===== src/rtl/drm_sdp_arbiter_if.sv =====
// Requester-side bundle for the DRM simple-dual-port arbiter.
// One instance per requester: request handshake plus read response.
`timescale 1ns/1ps
interface drm_sdp_arbiter_if #(
  parameter int AW   = 14,
  parameter int DW   = 32,
  parameter int BE_W = DW/8
);
  logic            req_valid;
  logic            req_ready;
  logic            req_we;
  logic [AW-1:0]   req_addr;
  logic [DW-1:0]   req_wdata;
  logic [BE_W-1:0] req_be;
  logic            rsp_valid;
  logic [DW-1:0]   rsp_rdata;

  modport master (
    output req_valid, req_we, req_addr,
    output req_wdata, req_be,
    input  req_ready, rsp_valid, rsp_rdata
  );

  modport slave (
    input  req_valid, req_we, req_addr,
    input  req_wdata, req_be,
    output req_ready, rsp_valid, rsp_rdata
  );
endinterface


===== src/rtl/drm_sdp_arbiter.sv =====
// Two-requester arbiter for a simple-dual-port DRM: parallel read/write
// issue, round-robin on same-type conflicts, read-owner tag tracking.
`timescale 1ns/1ps
module drm_sdp_arbiter #(
  parameter int AW         = 14,
  parameter int DW         = 32,
  parameter int BE_W       = DW/8,
  parameter int RD_LATENCY = 1
) (
  input  logic             clk,
  input  logic             rst,
  drm_sdp_arbiter_if.slave a_if,
  drm_sdp_arbiter_if.slave b_if,
  output logic             o_ram_wr_en,
  output logic             o_ram_wr_clk_en,
  output logic [AW-1:0]    o_ram_wr_addr,
  output logic [DW-1:0]    o_ram_wr_data,
  output logic [BE_W-1:0]  o_ram_wr_byte_en,
  output logic [AW-1:0]    o_ram_rd_addr,
  input  logic [DW-1:0]    i_ram_rd_data
);

  typedef enum logic {
    OWN_A = 1'b0,
    OWN_B = 1'b1
  } own_e;

  own_e                  r_rr_ptr;
  logic [AW-1:0]         r_rd_addr;
  logic [RD_LATENCY-1:0] r_tag_v;
  logic [RD_LATENCY-1:0] r_tag_id;

  logic w_a_v;
  logic w_b_v;
  logic w_both;
  logic w_mixed;
  logic w_same_addr;
  logic w_gnt_a;
  logic w_gnt_b;
  logic w_rr_adv;
  logic w_wr_a;
  logic w_wr_b;
  logic w_rd_a;
  logic w_rd_b;
  logic w_rd_any;
  logic w_tag_out;

  assign w_a_v       = a_if.req_valid & ~rst;
  assign w_b_v       = b_if.req_valid & ~rst;
  assign w_both      = w_a_v & w_b_v;
  assign w_mixed     = w_both & (a_if.req_we ^ b_if.req_we);
  assign w_same_addr = (a_if.req_addr == b_if.req_addr);

  // Same-address read/write pair: writer wins so the reader sees new data
  always_comb begin
    w_gnt_a  = 1'b0;
    w_gnt_b  = 1'b0;
    w_rr_adv = 1'b0;
    unique case (1'b1)
      (w_a_v & ~w_b_v): w_gnt_a = 1'b1;
      (~w_a_v & w_b_v): w_gnt_b = 1'b1;
      w_mixed: begin
        w_gnt_a = a_if.req_we | ~w_same_addr;
        w_gnt_b = b_if.req_we | ~w_same_addr;
      end
      (w_both & ~w_mixed): begin
        w_gnt_a  = (r_rr_ptr == OWN_A);
        w_gnt_b  = (r_rr_ptr == OWN_B);
        w_rr_adv = 1'b1;
      end
      default: ;
    endcase
  end

  assign a_if.req_ready = w_gnt_a;
  assign b_if.req_ready = w_gnt_b;

  assign w_wr_a   = w_gnt_a & a_if.req_we;
  assign w_wr_b   = w_gnt_b & b_if.req_we;
  assign w_rd_a   = w_gnt_a & ~a_if.req_we;
  assign w_rd_b   = w_gnt_b & ~b_if.req_we;
  assign w_rd_any = w_rd_a | w_rd_b;

  assign o_ram_wr_en      = w_wr_a | w_wr_b;
  assign o_ram_wr_clk_en  = w_wr_a | w_wr_b;
  assign o_ram_wr_addr    = w_wr_b ? b_if.req_addr  : a_if.req_addr;
  assign o_ram_wr_data    = w_wr_b ? b_if.req_wdata : a_if.req_wdata;
  assign o_ram_wr_byte_en = w_wr_b ? b_if.req_be    : a_if.req_be;

  always_comb begin
    o_ram_rd_addr = r_rd_addr;
    if (w_rd_b)
      o_ram_rd_addr = b_if.req_addr;
    else if (w_rd_a)
      o_ram_rd_addr = a_if.req_addr;
  end

  always_ff @(posedge clk) begin
    if (rst) begin
      r_rr_ptr  <= OWN_A;
      r_rd_addr <= '0;
    end else begin
      if (w_rr_adv)
        r_rr_ptr <= (r_rr_ptr == OWN_A) ? OWN_B : OWN_A;
      if (w_rd_any)
        r_rd_addr <= o_ram_rd_addr;
    end
  end

  // Owner tags ride alongside the RAM read pipeline
  always_ff @(posedge clk) begin
    if (rst) begin
      r_tag_v  <= '0;
      r_tag_id <= '0;
    end else begin
      r_tag_v[0]  <= w_rd_any;
      r_tag_id[0] <= w_rd_b;
      for (int i = 1; i < RD_LATENCY; i++) begin
        r_tag_v[i]  <= r_tag_v[i-1];
        r_tag_id[i] <= r_tag_id[i-1];
      end
    end
  end

  assign w_tag_out = r_tag_v[RD_LATENCY-1] & ~rst;

  assign a_if.rsp_valid = w_tag_out & ~r_tag_id[RD_LATENCY-1];
  assign b_if.rsp_valid = w_tag_out &  r_tag_id[RD_LATENCY-1];
  assign a_if.rsp_rdata = i_ram_rd_data;
  assign b_if.rsp_rdata = i_ram_rd_data;

endmodule


===== src/flat_wrapper.sv =====
// flat-port wrapper written by rule: the top's interface ports become plain ports
module drm_sdp_arbiter_flat 
#(
  parameter int AW         = 14,
  parameter int DW         = 32,
  parameter int BE_W       = DW/8,
  parameter int RD_LATENCY = 1
)
  (clk, rst, o_ram_wr_en, o_ram_wr_clk_en, o_ram_wr_addr, o_ram_wr_data, o_ram_wr_byte_en, o_ram_rd_addr, i_ram_rd_data, a_if_req_valid, a_if_req_we, a_if_req_addr, a_if_req_wdata, a_if_req_be, a_if_req_ready, a_if_rsp_valid, a_if_rsp_rdata, b_if_req_valid, b_if_req_we, b_if_req_addr, b_if_req_wdata, b_if_req_be, b_if_req_ready, b_if_rsp_valid, b_if_rsp_rdata);
  drm_sdp_arbiter_if #(.AW(AW), .DW(DW), .BE_W(BE_W)) a_if_i ();
  drm_sdp_arbiter_if #(.AW(AW), .DW(DW), .BE_W(BE_W)) b_if_i ();
  input  logic clk;
  input  logic rst;
  output logic o_ram_wr_en;
  output logic o_ram_wr_clk_en;
  output logic [AW-1:0] o_ram_wr_addr;
  output logic [DW-1:0] o_ram_wr_data;
  output logic [BE_W-1:0] o_ram_wr_byte_en;
  output logic [AW-1:0] o_ram_rd_addr;
  input  logic [DW-1:0] i_ram_rd_data;
  input wire logic [$bits(a_if_i.req_valid)-1:0] a_if_req_valid;
  input wire logic [$bits(a_if_i.req_we)-1:0] a_if_req_we;
  input wire logic [$bits(a_if_i.req_addr)-1:0] a_if_req_addr;
  input wire logic [$bits(a_if_i.req_wdata)-1:0] a_if_req_wdata;
  input wire logic [$bits(a_if_i.req_be)-1:0] a_if_req_be;
  output wire logic [$bits(a_if_i.req_ready)-1:0] a_if_req_ready;
  output wire logic [$bits(a_if_i.rsp_valid)-1:0] a_if_rsp_valid;
  output wire logic [$bits(a_if_i.rsp_rdata)-1:0] a_if_rsp_rdata;
  input wire logic [$bits(b_if_i.req_valid)-1:0] b_if_req_valid;
  input wire logic [$bits(b_if_i.req_we)-1:0] b_if_req_we;
  input wire logic [$bits(b_if_i.req_addr)-1:0] b_if_req_addr;
  input wire logic [$bits(b_if_i.req_wdata)-1:0] b_if_req_wdata;
  input wire logic [$bits(b_if_i.req_be)-1:0] b_if_req_be;
  output wire logic [$bits(b_if_i.req_ready)-1:0] b_if_req_ready;
  output wire logic [$bits(b_if_i.rsp_valid)-1:0] b_if_rsp_valid;
  output wire logic [$bits(b_if_i.rsp_rdata)-1:0] b_if_rsp_rdata;
  assign a_if_i.req_valid = a_if_req_valid;
  assign a_if_i.req_we = a_if_req_we;
  assign a_if_i.req_addr = a_if_req_addr;
  assign a_if_i.req_wdata = a_if_req_wdata;
  assign a_if_i.req_be = a_if_req_be;
  assign a_if_req_ready = a_if_i.req_ready;
  assign a_if_rsp_valid = a_if_i.rsp_valid;
  assign a_if_rsp_rdata = a_if_i.rsp_rdata;
  assign b_if_i.req_valid = b_if_req_valid;
  assign b_if_i.req_we = b_if_req_we;
  assign b_if_i.req_addr = b_if_req_addr;
  assign b_if_i.req_wdata = b_if_req_wdata;
  assign b_if_i.req_be = b_if_req_be;
  assign b_if_req_ready = b_if_i.req_ready;
  assign b_if_rsp_valid = b_if_i.rsp_valid;
  assign b_if_rsp_rdata = b_if_i.rsp_rdata;
  drm_sdp_arbiter #(.AW(AW), .DW(DW), .BE_W(BE_W), .RD_LATENCY(RD_LATENCY)) u_core (.clk(clk), .rst(rst), .a_if(a_if_i), .b_if(b_if_i), .o_ram_wr_en(o_ram_wr_en), .o_ram_wr_clk_en(o_ram_wr_clk_en), .o_ram_wr_addr(o_ram_wr_addr), .o_ram_wr_data(o_ram_wr_data), .o_ram_wr_byte_en(o_ram_wr_byte_en), .o_ram_rd_addr(o_ram_rd_addr), .i_ram_rd_data(i_ram_rd_data));
endmodule

===== config.mk =====
export PLATFORM = sky130hd
export DESIGN_NAME = drm_sdp_arbiter_flat
export DESIGN_NICKNAME = d
export VERILOG_FILES = /design/src/rtl/drm_sdp_arbiter_if.sv /design/src/rtl/drm_sdp_arbiter.sv /design/src/flat_wrapper.sv
export SDC_FILE = /design/constraint.sdc
export NUM_CORES = 1
export LEC_CHECK = 0
export CAP_MARGIN = 20
export CORE_AREA = 2 2 106 108
export CTS_BUF_LIST = sky130_fd_sc_hd__clkbuf_2
export CTS_CLUSTER_SIZE = 14
export DETAILED_ROUTE_END_ITERATION = 16
export DIE_AREA = 0 0 108 110
export PLACE_DENSITY = 0.77
export SYNTH_ARGS = -nofsm -noshare
export SYNTH_HDL_FRONTEND = slang
export SYNTH_SLANG_ARGS = --single-unit

===== constraint.sdc =====
create_clock -name clk -period 2.2 [get_ports clk]
set_clock_uncertainty 0.15 [all_clocks]
set_input_delay 0.22 -clock clk [delete_from_list [all_inputs] [get_ports clk]]
set_output_delay 0.22 -clock clk [all_outputs]
set_load 0.02 [all_outputs]

==> impl_results.md, run 1 <==
- Final Max Tran Viols: 0
- FF/Latch Area: 342 sq um
- CP max stage delay: 0.32 ns
- Lkg Pwr: 0.00211 uW
- #FFs+latches synth: 17
- Setup crit start kind: input pin
- Crit-path slowest cell: or2_4
- DR WL/cell: 20.1 um
- Root buffer cell: clkbuf_2
- Final Cycle Share: 111%
- Relative slew slack: 79.0%
- Req. time, crit path: 1.83 ns
- Inst Count DP: 537
- Pre-antenna DRT Iters: 4
- Most common cell on crit path: buf_4
- Crit end category: primary output
- Vias: 2,483
- # IOs: 272
- Worst-Margin Slew: 0.315 ns
- CP max FO: 5
- Endpoints failing setup: 64
- Crit-path cells: buf_2, xnor2_4, buf_4, buf_4, a31oi_4, nor3_1, a31o_2, or2_4, buf_12, o21ai_4, buf_6
- YS warnings: 0
- Avg Inst Size Synth: 9.09 sq um
- DR vias/cell: 4.39
- Antenna diodes: 0
- Fmax: 408 MHz
- H-tree depth: 1
- CP Data Arrival Time: 2.08 ns
- Gr usage total: 17.8%
- Worst hold path class: input pin to register
- Starting density of the core: 20.9%
- Area contributors post-synth: mux2_2 24%, buf_4 22%, dfxtp_1 15%
- Async set or reset register ratio after synthesis: 0%
- VDD IR max: 0.168 mV
- Grt total ovfl: 0
- RSZ-0062 raised after global routing: true
- Synth unique cells: 33
- Largest net degree at the start of global routing: 19
- Post-synth EDFFs: 0
- Final worst setup slack: -0.252 ns
- Die W: 108 um
- WS Path Type: input pin to primary output
- Failing checks: setup timing
- Clock-pin slew on the worst setup and hold paths: 0.23 ns
- Status: complete, but fails checks
- Finished Layout Cells: 565
- TritonCTS clock tree: built
- Die span in y: 110 um
- Die area: 0.0119 sq mm
- Max cap viols: 0
- Main synth FF type: dfxtp_1
- PD cells: 338 mW/mm^2
- FP Rows: 38
- Routed WL: 11.3 mm
- Latest clock arrival within the worst-skew pair: 0.33 ns
- Layout fillers: 1,003
- Area occupied by multi-input gates: 0.00178 sq mm
- Sinks on Clock Net: 17
- CP bufs+invs: 5
- Worst path top cell family by delay: buffers and inverters
- Minimum clock period after layout: 2.45 ns
- Layout cell share with drive strength beyond 1: 63.8%
- Antenna violations before repair: 0
- Fin nets: 564
- Layout area overhead: 121%
- Synth top area share: 23.7%
- Synthesized Nets: 384
- DRC violations left: 0
- Mapped cell area: 0.00224 sq mm
- Hold Vio Cnt, Final: 0
- Detail Route Antenna Nets: 0
- Port Buffers: 175
- Seq/Total Area, Yosys: 15.2%
- Core ar.: 0.0107 sq mm
- Vias in the first global route: 2,826
- First-pass GRT wire length: 16.0 mm
- Yosys top cell by area: mux2_2
- Total power: 1670 uW
- DPL Wire Length: 7.77 mm
- Gpl congestion: 0.779
- CTS Buffer Depth: 2
- CTS buffer count: 3
- Gate Count Post-Synth: 246
- DRT iter0 DRCs: 61
kinds of logic after synthesis:
| logic type | after synthesis | synth area share (%) |
|---|---|---|
| buffers and inverters | 92 | 29.1 |
| AO/OA/AOI/OAI | 51 | 17.0 |
| multiplexers | 50 | 25.2 |
| AND/OR/NAND/NOR | 20 | 6.94 |
| flip-flops | 17 | 15.2 |
| XOR/XNOR | 16 | 6.60 |
through the flow:
stage / worst slack, ns / cell area [sq um] / hold slack [ns] / TNS [ns] / util, %
4_1_cts: -0.286 / 4720 / 0.0714 / -13.99 / 44.1
3_3_place_gp: -1.32 / 4060 / 0.290 / -74.88 / 37.9
6_report: -0.252 / 4940 / 0.0925 / -12.52 / 46.2
2_1_floorplan: -0.137 / 2300 / 0.215 / -0.684 / -
5_1_grt: -0.358 / 4940 / 0.0725 / -18.71 / 46.2
3_5_place_dp: -1.32 / 4060 / 0.290 / -76.04 / 37.9
final cells by class:
class / count / area share [%]
multi-input cells: 138 / 36.1
clock inverters: 1 / 0.152
repair buffers: 251 / 51.9
inverters: 15 / 1.14
flip-flops and latches: 17 / 6.91
clock buffers: 3 / 0.304
well taps: 140 / 3.54
registers in the layout, summed over array words and instances, names as in the netlist:
signal	count
u_core.r_rd_addr	14
u_core.r_rr_ptr	1
u_core.r_tag_id	1
u_core.r_tag_v	1
where the power goes:
group          internal [uW]  switching (uW)  leakage (uW)  total (uW)
Sequential               337            7.96      0.000141         345
Clock                   42.2             133     0.0000126         175
Combinational            651             499       0.00196        1150
placed cells by master, fill, tap and decap left out, types with 2 or more instances in the layout:
cell / instances
dfxtp_1: 16
nor3b_4: 2
buf_12: 7
xor2_4: 2
a21oi_1: 2
a22oi_2: 12
clkbuf_2: 7
xor2_2: 6
nor2_1: 5
clkdlybuf4s15_1: 2
o21ai_4: 11
nor4_4: 2
inv_1: 15
buf_6: 81
mux2_4: 46
xor2_1: 6
o21ai_2: 3
buf_2: 16
buf_4: 49
or2_4: 2
a31oi_4: 2
o31ai_1: 12
dlygate4sd2_1: 7
clkdlybuf4s50_1: 76
buf_8: 2
o21ai_1: 2
a22oi_1: 3
mux2_2: 4
buf_16: 5
o31ai_4: 2
timing repair:
action                                  CTS  global route
pin swaps                                25            15
hold endpoints to repair                  0             1
resized for setup                       566            77
cloned                                    7             1
setup buffers                            20             1
endpoints found under the setup margin   83            72
hold buffers                              0             1
worst min-delay path: cells and delay by family:
kind / cells / cell delay (ns)
compound gates: 2 / 0.12
buf+inv: 2 / 0.22
cell usage after synthesis, types with 2 or more instances:
cell and count:
buf_4 66, mux2_2 47, dfxtp_1 17, a22oi_1 15
inv_1 15, o31ai_1 14, xor2_1 14, o21ai_2 9
o21ai_0 7, buf_6 6, nor2_1 5, mux2_1 3
a21oi_1 2, a31oi_1 2, clkbuf_1 2, nand2b_1 2
nor3_1 2, nor3b_4 2, nor4_2 2
routing by layer:
layer	track usage, %	up-vias	part of all wire (%)
met4	4.76	0	2.0
met1	20.6	1179	39
met2	33.4	129	52
li1	-	1154	-
met3	3.59	21	6.8
met5	0	-	0
worst paths after layout:
| kind | to | from | slack [ns] | cells past startpoint |
|---|---|---|---|---|
| worst max-delay path | o_ram_rd_addr[13] | b_if_req_we | -0.25 | 11 |
| worst min register to register | u_core.r_rd_addr[4] | u_core.r_rd_addr[4] | 0.36 | 2 |
| worst max register to register | u_core.r_rd_addr[12] | u_core.r_rr_ptr | 0.09 | 9 |
| worst min-delay path | u_core.r_rd_addr[2] | a_if_req_addr[2] | 0.09 | 4 |
Power figures use the tool's default switching activity.
==> inputs of run 2 (changes only) <==
Settings changed: HOLD_SLACK_MARGIN from default to 0.12, SLEW_MARGIN from default to 20.
==> impl_results.md, run 2 (synthesis results as in run 1) <==
- Crit-path slowest cell: dfxtp_2
- Setup TNS: -12.71 ns
- Detail Route Antenna Nets: 0
- RSZ-0062 raised after global routing: true
- Biggest register: u_core.r_rd_addr
- Port Buffers: 175
- WS Path Type: register to primary output
- Area occupied by multi-input gates: 0.00181 sq mm
- VDD IR max: 0.179 mV
- Worst hold path class: input pin to register
- DR vias/cell: 4.47
- Die area: 0.0119 sq mm
- Minimum clock period after layout: 2.45 ns
- Leading cell type in the layout, fill and taps excluded: buf_6
- FP Rows: 38
- DR WL/cell: 20.2 um
- Gr usage total: 18.1%
- Vias: 2,562
- Gpl congestion: 0.779
- Lkg Pwr: 0.00217 uW
- Routed WL: 11.6 mm
- Final worst setup slack: -0.254 ns
- CP max stage delay: 0.40 ns
- PD cells: 334 mW/mm^2
- Req. time, crit path: 1.83 ns
- Die W: 108 um
- CP max FO: 5
- TritonCTS clock tree: built
- Most frequent cells in the layout: 87 x buf_6, 76 x clkdlybuf4s50_1, 50 x mux2_4
- Hold Vio Cnt, Final: 0
- Crit end category: primary output
- Fin nets: 572
- Starting density of the core: 20.9%
- Largest net degree at the start of global routing: 19
- Layout fillers: 969
- Most common cell on crit path: buf_6
- DRC violations left: 0
- Core ar.: 0.0107 sq mm
- DPL Wire Length: 7.77 mm
- H-tree depth: 1
- First-pass GRT wire length: 16.2 mm
- Grt total ovfl: 0
- CP Data Arrival Time: 2.08 ns
- Root buffer cell: clkbuf_2
- FF/Latch Area: 342 sq um
- Sinks on Clock Net: 17
- Failing checks: setup timing
- R2R cell count: 9
- Layout cell share with drive strength beyond 1: 62.8%
- Antenna violations before repair: 0
- CTS buffer count: 3
- Die span in y: 110 um
- CTS Buffer Depth: 2
- Max reg flops: 14
- Antenna diodes: 0
- Latest clock arrival within the worst-skew pair: 0.34 ns
- Clock-pin slew on the worst setup and hold paths: 0.23 ns
- # IOs: 272
- Worst-Margin Slew: 0.315 ns
- Fmax: 407 MHz
- Pre-antenna DRT Iters: 4
- DRT iter0 DRCs: 82
- Relative slew slack: 79.0%
- Endpoints failing setup: 64
- Final Cycle Share: 112%
- Max cap viols: 0
- Vias in the first global route: 2,870
- Status: complete, but fails checks
- Crit-path cells: a31oi_4, nor2b_4, nor3b_4, buf_6, buf_12, buf_16, mux2_4, buf_6
- Layout area overhead: 127%
- Minimum hold slack: 0.141 ns
- Setup crit start kind: register
- Final Max Tran Viols: 0
- WHS Path Cells: 4
[run 2: cell count changes in the layout (fill, tap and decap cells not counted), sizes merged]
cell and change:
clkbuf +1, dlygate4sd3 +7
[run 2: per-layer routing]
metal	GRT usage (%)	vias up	wire, um
met5	0	-	0
met3	3.70	19	808
li1	-	1180	-
met2	33.9	129	6050
met4	5.31	0	250
met1	20.6	1234	4460
[run 2: what timing repair did]
item                                    4_1_cts  5_1_grt
pin swaps                                    25       16
cloned                                        7        2
hold buffers                                  6        2
endpoints found under the setup margin       83       72
gates resized for setup                     566       89
buffers inserted                             20        1
endpoints found under the hold margin         4        2
[run 2: where the power goes]
group	internal [uW]	leakage (uW)	switching, uW
clock	42.2	0.0000126	133
sequential	337	0.000141	8.16
combinational	672	0.00202	506
[run 2: layout make-up]
class,instances,share of cell area (%)
Clock buffer,3,0.295
Sequential cell,17,6.72
Clock inverter,1,0.148
Timing Repair Buffer,259,52.7
Inverter,15,1.11
Multi-Input combinational cell,138,35.6
Tap cell,140,3.45
[run 2: worst paths after layout]
path	from	end	slack, ns
setup reg to reg	u_core.r_rr_ptr	u_core.r_rd_addr[12]	0.08
setup / recovery	u_core.r_rr_ptr	o_ram_wr_data[9]	-0.25
hold / removal	a_if_req_addr[5]	u_core.r_rd_addr[5]	0.14
hold reg to reg	u_core.r_rd_addr[4]	u_core.r_rd_addr[4]	0.36
[run 2: worst max-delay path: cells and delay by family, from the launching register on]
kind / cells / cell delay, ns
buf+inv: 4 / 0.55
flops: 1 / 0.40
simple gates: 2 / 0.38
mux: 1 / 0.31
compound gates: 1 / 0.09
[run 2: stage by stage]
step           util [%]  power, uW  worst slack (ns)  instances  cell area (sq um)
6_report           47.5       1700            -0.254        573               5080
5_1_grt            47.5       1780            -0.358        573               5080
4_1_cts            44.7       1630            -0.285        571               4780
3_5_place_dp       37.9       1270             -1.32        537               4060
3_3_place_gp       37.9       1270             -1.32        537               4060
2_1_floorplan         -        915            -0.137        246               2300
